$ cat config.mk
export PLATFORM = sky130hd
export DESIGN_NAME = axi_lite_wr_arbiter
export DESIGN_NICKNAME = d
export VERILOG_FILES = /design/src/rtl/axi_lite_wr_arbiter.sv
export SDC_FILE = /design/constraint.sdc
export NUM_CORES = 1
export LEC_CHECK = 0
export ABC_CLOCK_PERIOD_IN_PS = 2600
export BUFFER_PORTS_ARGS = -buffer_cell sky130_fd_sc_hd__buf_4
export CELL_PAD_IN_SITES_DETAIL_PLACEMENT = 1
export CELL_PAD_IN_SITES_GLOBAL_PLACEMENT = 1
export CORE_AREA = 3 3 141 143
export DETAILED_ROUTE_END_ITERATION = 10
export DIE_AREA = 0 0 144 146
export PLACE_DENSITY_LB_ADDON = 0.2
export SETUP_SLACK_MARGIN = 0.02
export SYNTH_ARGS = -nofsm -noshare
export SYNTH_HDL_FRONTEND = slang
export SYNTH_SLANG_ARGS = --single-unit
$ cat constraint.sdc
create_clock -name clk -period 2.6 [get_ports clk]
set_clock_uncertainty 0.2 [all_clocks]
set_input_delay 0.39 -clock clk [delete_from_list [all_inputs] [get_ports clk]]
set_output_delay 0.39 -clock clk [all_outputs]
set_load 0.05 [all_outputs]
$ cat src/rtl/axi_lite_wr_arbiter.sv
// Round-robin arbiter sharing one AXI4-Lite write master among NUM_REQ requesters, one transaction at a time.
// 1 cycle from grant to AWVALID; requesters are held off (req_ready low) until the owner's response returns or times out.
module axi_lite_wr_arbiter #(
    parameter int NUM_REQ = 4,
    parameter int ADDR_W  = 32,
    parameter int DATA_W  = 32,
    parameter int TIMEOUT = 64
) (
    input  logic                         clk,
    input  logic                         rst,
    input  logic [NUM_REQ-1:0]           req_valid,
    input  logic [NUM_REQ*ADDR_W-1:0]    req_addr,
    input  logic [NUM_REQ*DATA_W-1:0]    req_data,
    input  logic [NUM_REQ*DATA_W/8-1:0]  req_strb,
    output logic [NUM_REQ-1:0]           req_ready,
    output logic [NUM_REQ-1:0]           rsp_valid,
    output logic [1:0]                   rsp_resp,
    output logic                         busy,
    output logic [$clog2(NUM_REQ)-1:0]   grant_id,
    output logic [ADDR_W-1:0]            AWADDR,
    output logic                         AWVALID,
    input  logic                         AWREADY,
    output logic [DATA_W-1:0]            WDATA,
    output logic [DATA_W/8-1:0]          WSTRB,
    output logic                         WVALID,
    input  logic                         WREADY,
    input  logic [1:0]                   BRESP,
    input  logic                         BVALID,
    output logic                         BREADY
);

    localparam int IDW    = $clog2(NUM_REQ);
    localparam int STRB_W = DATA_W / 8;
    localparam int CNT_W  = (TIMEOUT > 1) ? $clog2(TIMEOUT) : 1;
    localparam logic [IDW:0]     NREQ_W   = (IDW+1)'(NUM_REQ);
    localparam logic [CNT_W-1:0] CNT_LAST = CNT_W'((TIMEOUT > 0) ? TIMEOUT - 1 : 0);

    typedef enum logic [1:0] {
        S_IDLE      = 2'd0,
        S_ADDR_DATA = 2'd1,
        S_WAIT_B    = 2'd2,
        S_RESP      = 2'd3
    } state_t;

    state_t              r_state;
    state_t              w_state_nxt;
    logic [IDW-1:0]      r_last;
    logic [IDW-1:0]      r_grant;
    logic [ADDR_W-1:0]   r_awaddr;
    logic [DATA_W-1:0]   r_wdata;
    logic [STRB_W-1:0]   r_wstrb;
    logic                r_awvalid;
    logic                r_wvalid;
    logic                r_bready;
    logic [1:0]          r_resp;
    logic [CNT_W-1:0]    r_cnt;

    logic [IDW-1:0]      w_winner;
    logic                w_any;
    logic [ADDR_W-1:0]   w_sel_addr;
    logic [DATA_W-1:0]   w_sel_data;
    logic [STRB_W-1:0]   w_sel_strb;
    logic                w_aw_done;
    logic                w_w_done;
    logic                w_timeout;

    // Search starts one past the last completed owner and wraps modulo NUM_REQ.
    always_comb begin
        logic [IDW:0] w_sum;
        w_winner = '0;
        w_any    = 1'b0;
        w_sum    = '0;
        for (int k = 1; k <= NUM_REQ; k++) begin
            w_sum = {1'b0, r_last} + (IDW+1)'(k);
            if (w_sum >= NREQ_W) begin
                w_sum = w_sum - NREQ_W;
            end
            if (!w_any && req_valid[w_sum[IDW-1:0]]) begin
                w_any    = 1'b1;
                w_winner = w_sum[IDW-1:0];
            end
        end
    end

    always_comb begin
        w_sel_addr = '0;
        w_sel_data = '0;
        w_sel_strb = '0;
        for (int i = 0; i < NUM_REQ; i++) begin
            if (w_winner == IDW'(i)) begin
                w_sel_addr = req_addr[i*ADDR_W +: ADDR_W];
                w_sel_data = req_data[i*DATA_W +: DATA_W];
                w_sel_strb = req_strb[i*STRB_W +: STRB_W];
            end
        end
    end

    assign w_aw_done = !r_awvalid || AWREADY;
    assign w_w_done  = !r_wvalid || WREADY;
    assign w_timeout = (TIMEOUT != 0) && (r_cnt == CNT_LAST);

    always_ff @(posedge clk or negedge rst) begin
        if (!rst) begin
            r_state <= S_IDLE;
        end else begin
            r_state <= w_state_nxt;
        end
    end

    always_comb begin
        w_state_nxt = r_state;
        req_ready   = '0;
        rsp_valid   = '0;
        case (r_state)
            S_IDLE: begin
                if (w_any) begin
                    req_ready[w_winner] = 1'b1;
                    w_state_nxt         = S_ADDR_DATA;
                end
            end
            S_ADDR_DATA: begin
                if (w_aw_done && w_w_done) begin
                    w_state_nxt = S_WAIT_B;
                end
            end
            S_WAIT_B: begin
                if (BVALID || w_timeout) begin
                    w_state_nxt = S_RESP;
                end
            end
            S_RESP: begin
                rsp_valid[r_grant] = 1'b1;
                w_state_nxt        = S_IDLE;
            end
            default: w_state_nxt = S_IDLE;
        endcase
    end

    always_ff @(posedge clk or negedge rst) begin
        if (!rst) begin
            r_last    <= IDW'(NUM_REQ - 1);
            r_grant   <= '0;
            r_awaddr  <= '0;
            r_wdata   <= '0;
            r_wstrb   <= '0;
            r_awvalid <= 1'b0;
            r_wvalid  <= 1'b0;
            r_bready  <= 1'b0;
            r_resp    <= 2'b00;
            r_cnt     <= '0;
        end else begin
            case (r_state)
                S_IDLE: begin
                    if (w_any) begin
                        r_grant   <= w_winner;
                        r_awaddr  <= w_sel_addr;
                        r_wdata   <= w_sel_data;
                        r_wstrb   <= w_sel_strb;
                        r_awvalid <= 1'b1;
                        r_wvalid  <= 1'b1;
                    end
                end
                S_ADDR_DATA: begin
                    if (r_awvalid && AWREADY) begin
                        r_awvalid <= 1'b0;
                    end
                    if (r_wvalid && WREADY) begin
                        r_wvalid <= 1'b0;
                    end
                    if (w_aw_done && w_w_done) begin
                        r_bready <= 1'b1;
                        r_cnt    <= '0;
                    end
                end
                S_WAIT_B: begin
                    r_cnt <= r_cnt + 1'b1;
                    // A response arriving on the final count still wins over the timeout.
                    if (BVALID) begin
                        r_resp   <= BRESP;
                        r_bready <= 1'b0;
                    end else if (w_timeout) begin
                        r_resp   <= 2'b10;
                        r_bready <= 1'b0;
                    end
                end
                S_RESP: begin
                    r_last <= r_grant;
                end
                default: ;
            endcase
        end
    end

    assign busy     = (r_state != S_IDLE);
    assign grant_id = r_grant;
    assign AWADDR   = r_awaddr;
    assign AWVALID  = r_awvalid;
    assign WDATA    = r_wdata;
    assign WSTRB    = r_wstrb;
    assign WVALID   = r_wvalid;
    assign BREADY   = r_bready;
    assign rsp_resp = r_resp;

endmodule

==> insert_results.sql <==
INSERT INTO impl_metrics (metric_group, metric, value, unit) VALUES
('layout', 'antennaDiodeCount', '0', ''),
('sta', 'final.period_utilization', '0.973', ''),
('layout', 'post_layout_nonfiller_instances', '1150', ''),
('grt', 'grt_pass1_vias', '6578', ''),
('pwr', 'power-per-cell-area', '1250', 'mW/mm²'),
('setup_path', 'timing.critical_path.required', '2010', 'ps'),
('synthesis', 'mappedNetlistNets', '838', ''),
('synthesis', 'yosys.cell_types.count', '46', ''),
('clock_tree', 'clock_tree.htree_level_count', '3', ''),
('setup_path', 'critPathSlowestCell', 'dfstp_2', ''),
('layout', 'finish.instance_area', '0.00874', 'mm²'),
('place', 'dp.cells', '1124', ''),
('grt', 'grt_first_pass_wirelength', '36400', 'µm'),
('clock_tree', 'worst_setup_hold_path_clk_slew', '70', 'ps'),
('drt', 'first_iter_violations', '336', ''),
('layout', 'layout-drive-gt1-share', '0.501', ''),
('synthesis', 'syn-cell-area', '0.00510', 'mm²'),
('floorplanning', 'die_y', '146', 'µm'),
('sta', 'hold_viol', '0', ''),
('grt', 'overall_overflow_remaining_after_global_route', '0', ''),
('grt', 'gr-usage-all-layers', '0.220', ''),
('synthesis', 'yosys_most_used_dff', 'dfrtp_1', ''),
('grt', 'grt_max_degree', '51', ''),
('sta', 'timing.final.crit_period', '2530', 'ps'),
('setup_path', 'cp.arrival', '1940', 'ps'),
('sta', 'setup_viol', '0', ''),
('grt', 'initial_antenna_violation_count', '0', ''),
('drt', 'routed-via-count', '6001', ''),
('sta', 'maxClockFrequency', '0.395', 'GHz'),
('layout', 'area_growth', '71.1', '%'),
('synthesis', 'post-synth-top-area-cell', 'dfrtp_1', ''),
('place', 'detailedPlacementHpwl', '18500', 'µm'),
('synthesis', 'synth_cells', '550', ''),
('sta', 'totalNegativeSetupSlack', '0', 'ps'),
('run', 'cap_violations', '0', ''),
('synthesis', 'synth-async-reset-ratio', '1.00', ''),
('setup_path', 'cp_max_fo', '30', ''),
('clock_tree', 'clock_tree.buffer_depth', '2', ''),
('place', 'place_area', '0.00825', 'mm²'),
('floorplanning', 'start_util', '0.273', ''),
('synthesis', 'ys_seq_elements', '85', ''),
('sta', 'timing.slew.headroom', '0.491', ''),
('clock_tree', 'cts_tree', 'done', ''),
('pwr', 'p_leak', '4.14', 'nW'),
('drt', 'avgRoutedWirePerCell', '20.8', 'µm'),
('synthesis', 'synth_area_leaders', 'dfrtp_1 (41%), a222oi_1 (6.9%), mux2_1 (5.7%)', ''),
('run_status', 'outcome', 'finished, final reports clean', ''),
('synthesis', 'post-synth-top-count-cell', 'dfrtp_1', ''),
('drt', 'detail_route.drc_violations', '0', ''),
('clock_tree', 'clock-sinks', '85', ''),
('clock_tree', 'clk-insertion-delay-late', '350', 'ps'),
('drt', 'drt-vias-per-instance', '5.22', ''),
('synthesis', 'sequential_to_total_area_share_from_yosys_stat', '0.417', ''),
('setup_path', 'critical_path.cell_chain', 'nor2b_4 -> o311ai_4 -> buf_12 -> nor3_4 -> buf_4', ''),
('floorplanning', 'core', '0.0187', 'mm²'),
('setup_path', 'setup.worst_path.end_class', 'output pin', ''),
('clock_tree', 'clockRootBuffer', 'clkbuf_16', ''),
('place', 'portBuffers', '366', ''),
('floorplanning', 'row_count', '50', ''),
('sta', 'final-max-slew-violation-count', '0', ''),
('floorplanning', 'die_width', '144', 'µm'),
('drt', 'detail_route.first_pass.iterations', '8', ''),
('sta', 'worstMarginPinSlew', '755', 'ps'),
('synthesis', 'synth_top_cell_area_share', '0.407', ''),
('clock_tree', 'numCtsBuffers', '9', ''),
('synthesis', 'yosysWarningCount', '0', ''),
('pwr', 'vdd_drop_max', '592', 'µV'),
('sta', 'setup_repair_after_global_routing_missed_its_margin', 'true', ''),
('synthesis', 'synthesis.area_per_instance', '9.28', 'µm²'),
('layout', 'final_nets', '1199', ''),
('setup_path', 'criticalPathCategory', 'flop to output pin', ''),
('setup_path', 'critPathLaunchType', 'flop', ''),
('synthesis', 'synth_edf_count', '0', ''),
('drt', 'wl', '24000', 'µm'),
('place', 'gp_congestion', '0.805', ''),
('synthesis', 'synth_commonest_cells', 'dfrtp_1 (83), nand2_1 (58), nor2_1 (50)', ''),
('floorplanning', 'io_pins', '367', ''),
('setup_path', 'maximum_cell_stage_delay_along_the_critical_path', '620', 'ps'),
('floorplanning', 'die_area', '0.0210', 'mm²'),
('drt', 'ant_nets', '0', ''),
('min_path', 'holdCritPathClass', 'primary input to flop', '');
[layout by cell type (no fill, tap or decap), drive strengths merged, types with 15 or more instances in the layout]
cell,synthesis,routed
o21ai,39,39
nor2,50,50
and3,15,15
buf,15,395
a222oi,35,35
mux2,49,49
a21oi,39,39
dfrtp,83,83
a211oi,16,16
a22oi,26,26
nand2,58,58
and2,18,18
[sequential cells by signal, indices dropped and copies added (netlist names)]
| signal | count |
|---|---|
| WDATA | 32 |
| AWADDR | 32 |
| WVALID | 1 |
| r_state | 2 |
| grant_id | 2 |
| rsp_resp | 2 |
| WSTRB | 4 |
| r_cnt | 6 |
| BREADY | 1 |
| r_last | 2 |
| AWVALID | 1 |
[power breakdown]
part | total, mW | switching [mW] | internal [mW] | leakage [nW]
clock network | 1.26 | 0.603 | 0.652 | 0.128
registers | 2.45 | 0.441 | 2.00 | 1.01
logic | 7.24 | 4.65 | 2.59 | 3.01
[routing by layer]
layer | vias to the layer above | global-route usage | wire length, µm
met5 | - | 0 | 0
met1 | 2940 | 0.243 | 8890
met4 | 0 | 0.0791 | 555
li1 | 2794 | - | -
met3 | 30 | 0.0690 | 2040
met2 | 237 | 0.393 | 12500
[path summary, 6_finish.rpt]
check	start	to	slack (ps)	cells past startpoint
setup / recovery	r_last[0]$_DFFE_PN1P_	req_ready[2]	70	5
hold / removal	req_addr[99]	AWADDR[3]$_DFFE_PN0P_	70	3
setup reg to reg	r_last[0]$_DFFE_PN1P_	WDATA[8]$_DFFE_PN0P_	110	7
hold reg to reg	WDATA[9]$_DFFE_PN0P_	WDATA[9]$_DFFE_PN0P_	290	2
max in group asynchronous	rst	r_cnt[3]$_DFFE_PN0P_	1150	3
min in group asynchronous	rst	AWADDR[13]$_DFFE_PN0P_	350	2
[worst max-delay path, delay by kind of cell (launching register included)]
| kind | cells | cell delay [ps] |
|---|---|---|
| compound gates | 1 | 390 |
| buf+inv | 2 | 410 |
| flops | 1 | 620 |
| simple gates | 2 | 140 |
[timing repair]
item                                    in CTS  in global routing
gates resized for setup                      5                 12
setup buffers                                2                  5
pin swaps                                    1                  8
hold buffers                                 1                  0
endpoints found under the hold margin       32                  0
endpoints found under the setup margin       3                  3
gates cloned                                 1                  1
[stage by stage]
stage	hold WS, ps	power (mW)	util	setup WS (ps)
3_5_place_dp	213	9.51	0.441	179
2_1_floorplan	-106	6.99	-	-137
6_report	69.4	10.9	0.467	69.7
3_3_place_gp	203	9.29	0.441	267
4_1_cts	57.5	10.9	0.460	7.64
5_1_grt	68.4	11.7	0.467	-14.4
[layout make-up]
class,instances,area (µm²)
clock buffer,9,225
clock inverter,7,50.0
fill,2163,9970
inverter,6,22.5
multi-input combinational,411,2870
sequential,85,2130
tap,234,293
timing repair buffer,398,3140
[cells by family (layout without fill, tap and decap cells)]
family	Yosys count	after routing	share of synthesized area
AO/OA/AOI/OAI	187	187	0.262
adder cells (fa/ha/maj)	5	5	0.0123
buffers and inverters	54	420	0.0446
AND/OR/NAND/NOR	166	166	0.150
flip-flops	85	85	0.417
XOR/XNOR	4	4	0.00686
multiplexers	49	49	0.108
No activity file was read; power rests on OpenSTA's default activity.
